[src/rtl/axis_mux_top.sv]
// axis_mux_top: two free-running packet generators feeding a packet-aware
// 2:1 mux that drives one registered AXI4-Stream master port. The source
// is chosen only at packet start, so every output packet comes from a
// single generator.
//
// state | meaning
// ------+---------------------------------------------------------------
// SRC0  | generator 0 owns the current packet (also the reset state)
// SRC1  | generator 1 owns the current packet
module axis_mux_top #(
  parameter int          DATA_WIDTH = 32,
  parameter int          PKT_LEN    = 16,
  parameter logic [31:0] SRC0_BASE  = 32'h0000_0000,
  parameter logic [31:0] SRC1_BASE  = 32'h8000_0000
) (
  input  logic                  clk,
  input  logic                  reset,
  input  logic                  sel,
  output logic [DATA_WIDTH-1:0] m_axis_tdata,
  output logic                  m_axis_tvalid,
  input  logic                  m_axis_tready,
  output logic                  m_axis_tlast
);

  // A one-beat packet still needs a 1-bit counter to keep the vectors legal.
  localparam int BEAT_W = (PKT_LEN > 1) ? $clog2(PKT_LEN) : 1;
  localparam logic [BEAT_W-1:0] LAST_BEAT = BEAT_W'(PKT_LEN - 1);

  localparam logic [0:0] SRC0 = 1'b0;
  localparam logic [0:0] SRC1 = 1'b1;

  localparam logic [DATA_WIDTH-1:0] BASE0 = DATA_WIDTH'(SRC0_BASE);
  localparam logic [DATA_WIDTH-1:0] BASE1 = DATA_WIDTH'(SRC1_BASE);

  logic [0:0]            state;
  logic [0:0]            state_next;
  logic [0:0]            src_now;
  logic                  load;
  logic                  pkt_start;
  logic [BEAT_W-1:0]     beat_cnt;
  logic [BEAT_W-1:0]     beat_next;
  logic [DATA_WIDTH-1:0] w0;
  logic [DATA_WIDTH-1:0] w1;
  logic [DATA_WIDTH-1:0] word_now;

  // Output register accepts a new beat when empty or when downstream takes the current one.
  always_comb begin
    load      = !m_axis_tvalid || m_axis_tready;
    pkt_start = (beat_cnt == '0);
  end

  // sel applies to the very beat loaded at packet start, so resolve the source combinationally.
  always_comb begin
    src_now    = state;
    state_next = state;
    if (pkt_start) begin
      src_now = sel ? SRC1 : SRC0;
    end
    if (load && pkt_start) begin
      state_next = src_now;
    end
  end

  // Next data word of the source that owns this beat; wraps modulo 2^DATA_WIDTH.
  always_comb begin
    word_now = (src_now == SRC1) ? (BASE1 + w1) : (BASE0 + w0);
  end

  // Beat counter wraps after the tlast beat.
  always_comb begin
    beat_next = (beat_cnt == LAST_BEAT) ? '0 : beat_cnt + 1'b1;
  end

  // Source FSM state.
  always_ff @(posedge clk or negedge reset) begin
    if (!reset) begin
      state <= SRC0;
    end else begin
      state <= state_next;
    end
  end

  // Packet beat counter advances on every loaded beat.
  always_ff @(posedge clk or negedge reset) begin
    if (!reset) begin
      beat_cnt <= '0;
    end else if (load) begin
      beat_cnt <= beat_next;
    end
  end

  // Generator 0 word counter; holds while generator 1 is being drained.
  always_ff @(posedge clk or negedge reset) begin
    if (!reset) begin
      w0 <= '0;
    end else if (load && (src_now == SRC0)) begin
      w0 <= w0 + 1'b1;
    end
  end

  // Generator 1 word counter; holds while generator 0 is being drained.
  always_ff @(posedge clk or negedge reset) begin
    if (!reset) begin
      w1 <= '0;
    end else if (load && (src_now == SRC1)) begin
      w1 <= w1 + 1'b1;
    end
  end

  // Registered AXI4-Stream output; held stable while stalled.
  always_ff @(posedge clk or negedge reset) begin
    if (!reset) begin
      m_axis_tdata  <= '0;
      m_axis_tvalid <= 1'b0;
      m_axis_tlast  <= 1'b0;
    end else if (load) begin
      m_axis_tdata  <= word_now;
      m_axis_tvalid <= 1'b1;
      m_axis_tlast  <= (beat_cnt == LAST_BEAT);
    end
  end

endmodule

[config.mk]
export PLATFORM = sky130hd
export DESIGN_NAME = axis_mux_top
export DESIGN_NICKNAME = d
export VERILOG_FILES = /design/src/rtl/axis_mux_top.sv
export SDC_FILE = /design/constraint.sdc
export NUM_CORES = 1
export LEC_CHECK = 0
export CORE_MARGIN = 10
export CORE_UTILIZATION = 31
export CTS_CLUSTER_DIAMETER = 80
export CTS_CLUSTER_SIZE = 24
export DETAILED_ROUTE_END_ITERATION = 6
export PLACE_DENSITY = 0.58
export SLEW_MARGIN = 20
export SYNTH_ARGS = -nofsm -noshare
export SYNTH_HDL_FRONTEND = slang
export SYNTH_SLANG_ARGS = --single-unit
export TNS_END_PERCENT = 100
[constraint.sdc]
create_clock -name clk -period 2.88 [get_ports clk]
set_input_delay 0.576 -clock clk [delete_from_list [all_inputs] [get_ports clk]]
set_output_delay 0.576 -clock clk [all_outputs]
set_load 0.1 [all_outputs]
==> summary.md <==
| Metric | Value |
|---|---|
| Run status | completed |
| Final hold violation count | 0 |
| CP Class | flop to flop |
| Type of the worst min-delay path | input port to asynchronous set/reset pin |
| Vias per Instance | 4.91 |
| Number of buffers added by the clock tree synthesis step | 9 |
| Share of the synthesized area in the top cell type | 55.4% |
| Max cap viols | 0 |
| Number of global-route vias before repair | 3462 |
| Area taken by multi-input logic gates | 1990 um^2 |
| Full die area | 20300 um^2 |
| YS warnings | 0 |
| Count of fill cells added during filler insertion | 1466 |
| Detailed-routed wire length on met2 | 4990 um |
| Cell at the root of the clock tree | clkbuf_16 |
| Maximum fanout encountered on the critical timing path | 16 |
| Count of buffers added by post-CTS timing repair for setup | 0 |
| Die extent in y | 142 um |
| Global router's overall resource usage | 11.1% |
| Share of synthesized registers carrying an async set or reset | 100% |
| Initial Utilization | 31.8% |
| RSZ-0062 raised after global routing | false |
| Horizontal die dimension | 142 um |
| Maximum number of pins on one net before global-route repair | 71 |
| Netlist area before placement | 4650 um^2 |
| Post-CTS resize count | 0 |
| Ports | 38 |
| Max-slew headroom at the worst pin | 49.1% |
| Total clock sinks | 103 |
| Data required time of the critical path | 3.14 ns |
| # DRC | 0 |
| H-Tree Level Count | 3 |
| Flip-flop and latch area | 2580 um^2 |
| Setup slack, reg-to-reg | 0.27 ns |
| Mean instance size in the synthesized netlist | 10.1 um^2 |
| Worst IR Drop VDD | 376 uV |
| Most used DFF post-synth | dfrtp_1 |
| Ratio of cells with drive above 1 in the final layout | 13.9% |
| Site Rows | 44 |
| Worst-Skew Late Latency | 0.34 ns |
| Worst reg2reg path depth | 7 |
| Worst clock skew | 0.00599 ns |
| Wire length of the first global-routing pass | 18100 um |
| Register bit total from synthesis | 103 |
| Met3 Wirelength | 445 um |
| Final layout net count | 509 |
| Number of distinct library cells after synthesis | 33 |
| Finish-stage setup viols | 0 |
| Cell with the largest stage delay on the worst path | mux2i_2 |
| Top layer in use | met4 |
| CTS hold repair buffers | 0 |
| Residual overflow from global routing | 0 |
| Time the final worst path needs with I/O delays and setup | 2.61 ns |
| Number of enable-type register cells in the synthesized netlist | 0 |
| Critical path endpoint category | flop |
| Clock-pin slew on the worst setup and hold paths | 0.07 ns |
| Tcrit/Tclk final | 90.6% |
| Power per Cell Area | 867 nW/um^2 |
| Actual transition at the worst max-transition pin | 0.749 ns |
| Global placement routability congestion | 0.821 |
| Number of diodes | 0 |
| Core region area | 14600 um^2 |
| Detail-routed net length per standard cell | 15.5 um |
| Cell chain of the critical path | inv_1, ha_1, nor3b_2, mux2i_2, nand4_1, nor3_1, xor2_1 |
| Summed negative setup slack over all endpoints | 0 ns |
| Data arrival time of the critical path | 2.87 ns |
| Area leader, netlist | dfrtp_1 |
| Setup crit start kind | flop |
| Non-Filler Instances | 689 |
| Placed wire-length estimate after detailed placement | 7720 um |
| Buffer and inverter count on the worst path | 1 |
| RR Startpoint | beat_cnt[0] |
| Number of I/O port buffers | 37 |
| Worst-case clock buffer depth | 2 |
| Cell leakage power | 2.47 nW |
| Top cell family by delay on the critical path | simple AND/OR/NAND/NOR gates |
| Seq/Total Area, Yosys | 55.4% |
| Area growth syn-to-layout | 18.2% |
| RR Endpoint | w0[31] |
| Inst Count DP | 674 |
| Routed via count | 3381 |
| 1st-iter DRT viols | 260 |
| Number of antenna violations at the first check in global routing | 0 |
| Highest attainable clock frequency | 383 MHz |
| First-pass iteration count of the detailed router | 4 |
| Synth top cells by count | dfrtp_1, a21oi_1, nand2_1, xnor2_1, nor2_1 |
| Most repeated cell in the gate-level netlist after synthesis | dfrtp_1 |
| Number of standard cells after synthesis | 461 |
| Synthesized netlist net count | 469 |
| Number of nets with antenna violations after routing | 0 |
| Count of final max-slew check failures | 0 |
| Cell types occupying the most area after synthesis | dfrtp_1, xnor2_1, a21oi_1 |
| WL met1 | 5130 um |
| Final wirelength | 10700 um |
| CTS tree | done |
| Worst path max stage delay | 0.70 ns |
[registers in the layout, indices dropped and copies added (netlist names)]
name           count
m_axis_tdata      32
w0                32
beat_cnt           4
m_axis_tvalid      1
m_axis_tlast       1
state              1
w1                32
[where the power goes]
group / switching (mW) / internal [mW] / total, mW / leakage [nW]
Sequential: 0.198 / 1.66 / 1.86 / 1.35
Combinational: 1.22 / 0.410 / 1.63 / 0.964
Clock: 0.524 / 0.755 / 1.28 / 0.151
Total: 1.94 / 2.82 / 4.76 / 2.47
[worst reg2reg max path: stages, from the launching register on]
cell and delay, ns:
dfrtp_1 0.39, inv_1 0.12, ha_1 0.15, nor3b_2 0.28, mux2i_2 0.70, nand4_1 0.37, nor3_1 0.34, xor2_1 0.17
[how the worst max path moves through the flow]
stage                  start     end  slack (ns)  depth (start not counted)
2_1_floorplan  m_axis_tvalid  w1[31]        0.74                          5
3_5_place_dp             sel  w0[31]        0.23                          5
3_3_place_gp             sel  w0[29]        0.37                          5
5_1_grt          beat_cnt[0]  w0[31]        0.01                          7
6_report         beat_cnt[0]  w0[31]        0.27                          7
4_1_cts          beat_cnt[0]  w0[31]        0.24                          7
[layer usage]
metal	track usage, %	vias to the layer above
li1	-	1668
met1	14.8	1657
met2	17.6	48
met3	3.10	8
met4	2.77	0
met5	0	-
[cell usage in the layout (no fill, tap or decap)]
cell               n
a21oi_1           63
and2_1             3
and3_1            13
and4_1            11
buf_12             1
buf_4             44
bufinv_16          2
clkbuf_16          9
clkdlybuf4s50_1    2
clkinv_2           2
clkinv_4           1
clkinvlp_4         1
conb_1             1
dfrtp_1          103
ha_1               4
inv_1              5
mux2_2             4
mux2i_2            1
nand2_1           59
nand2b_1           1
nand3_1           30
nand3_4            1
nand4_1           16
nor2_1            37
nor2b_2            1
nor3_1            11
nor3b_1            2
nor3b_2            1
nor4_1             2
nor4_2             1
o21ai_0            6
o41ai_1            1
or2_2              1
or3_1              1
or4b_1             1
xnor2_1           47
xor2_1            16
[logic make-up (layout without fill, tap and decap cells)]
family	Yosys count	after routing	share of synthesized area [%]
AND/OR/NAND/NOR	192	192	20.8
flip-flops	103	103	55.4
AO/OA/AOI/OAI	70	70	7.61
XOR/XNOR	63	63	11.9
buffers and inverters	23	67	1.96
multiplexers	5	5	1.18
adder cells (fa/ha/maj)	4	4	1.08
other	1	1	0.0806
[final cells by class]
cell class                 instances  area share (%)
inverter                           5           0.341
timing repair buffer              47            6.74
clock inverter                     6            1.57
tap                              184            4.19
sequential                       103            46.9
multi-input combinational        335            36.2
clock buffer                       9            4.10
[through the flow]
step                hold slack [ns]  utilization (%)  power (mW)  area (um^2)  setup WS [ns]
CTS                           0.192             37.5        4.82         5500          0.238
finish                        0.184             37.5        4.76         5500          0.272
global placement              0.461             35.4        3.49         5180          0.366
floorplan                     0.280                -        3.10         4650          0.737
detailed placement            0.462             35.4        3.53         5180          0.235
global route                  0.204             37.5        5.02         5500         0.0105
Power figures use the tool's default switching activity.
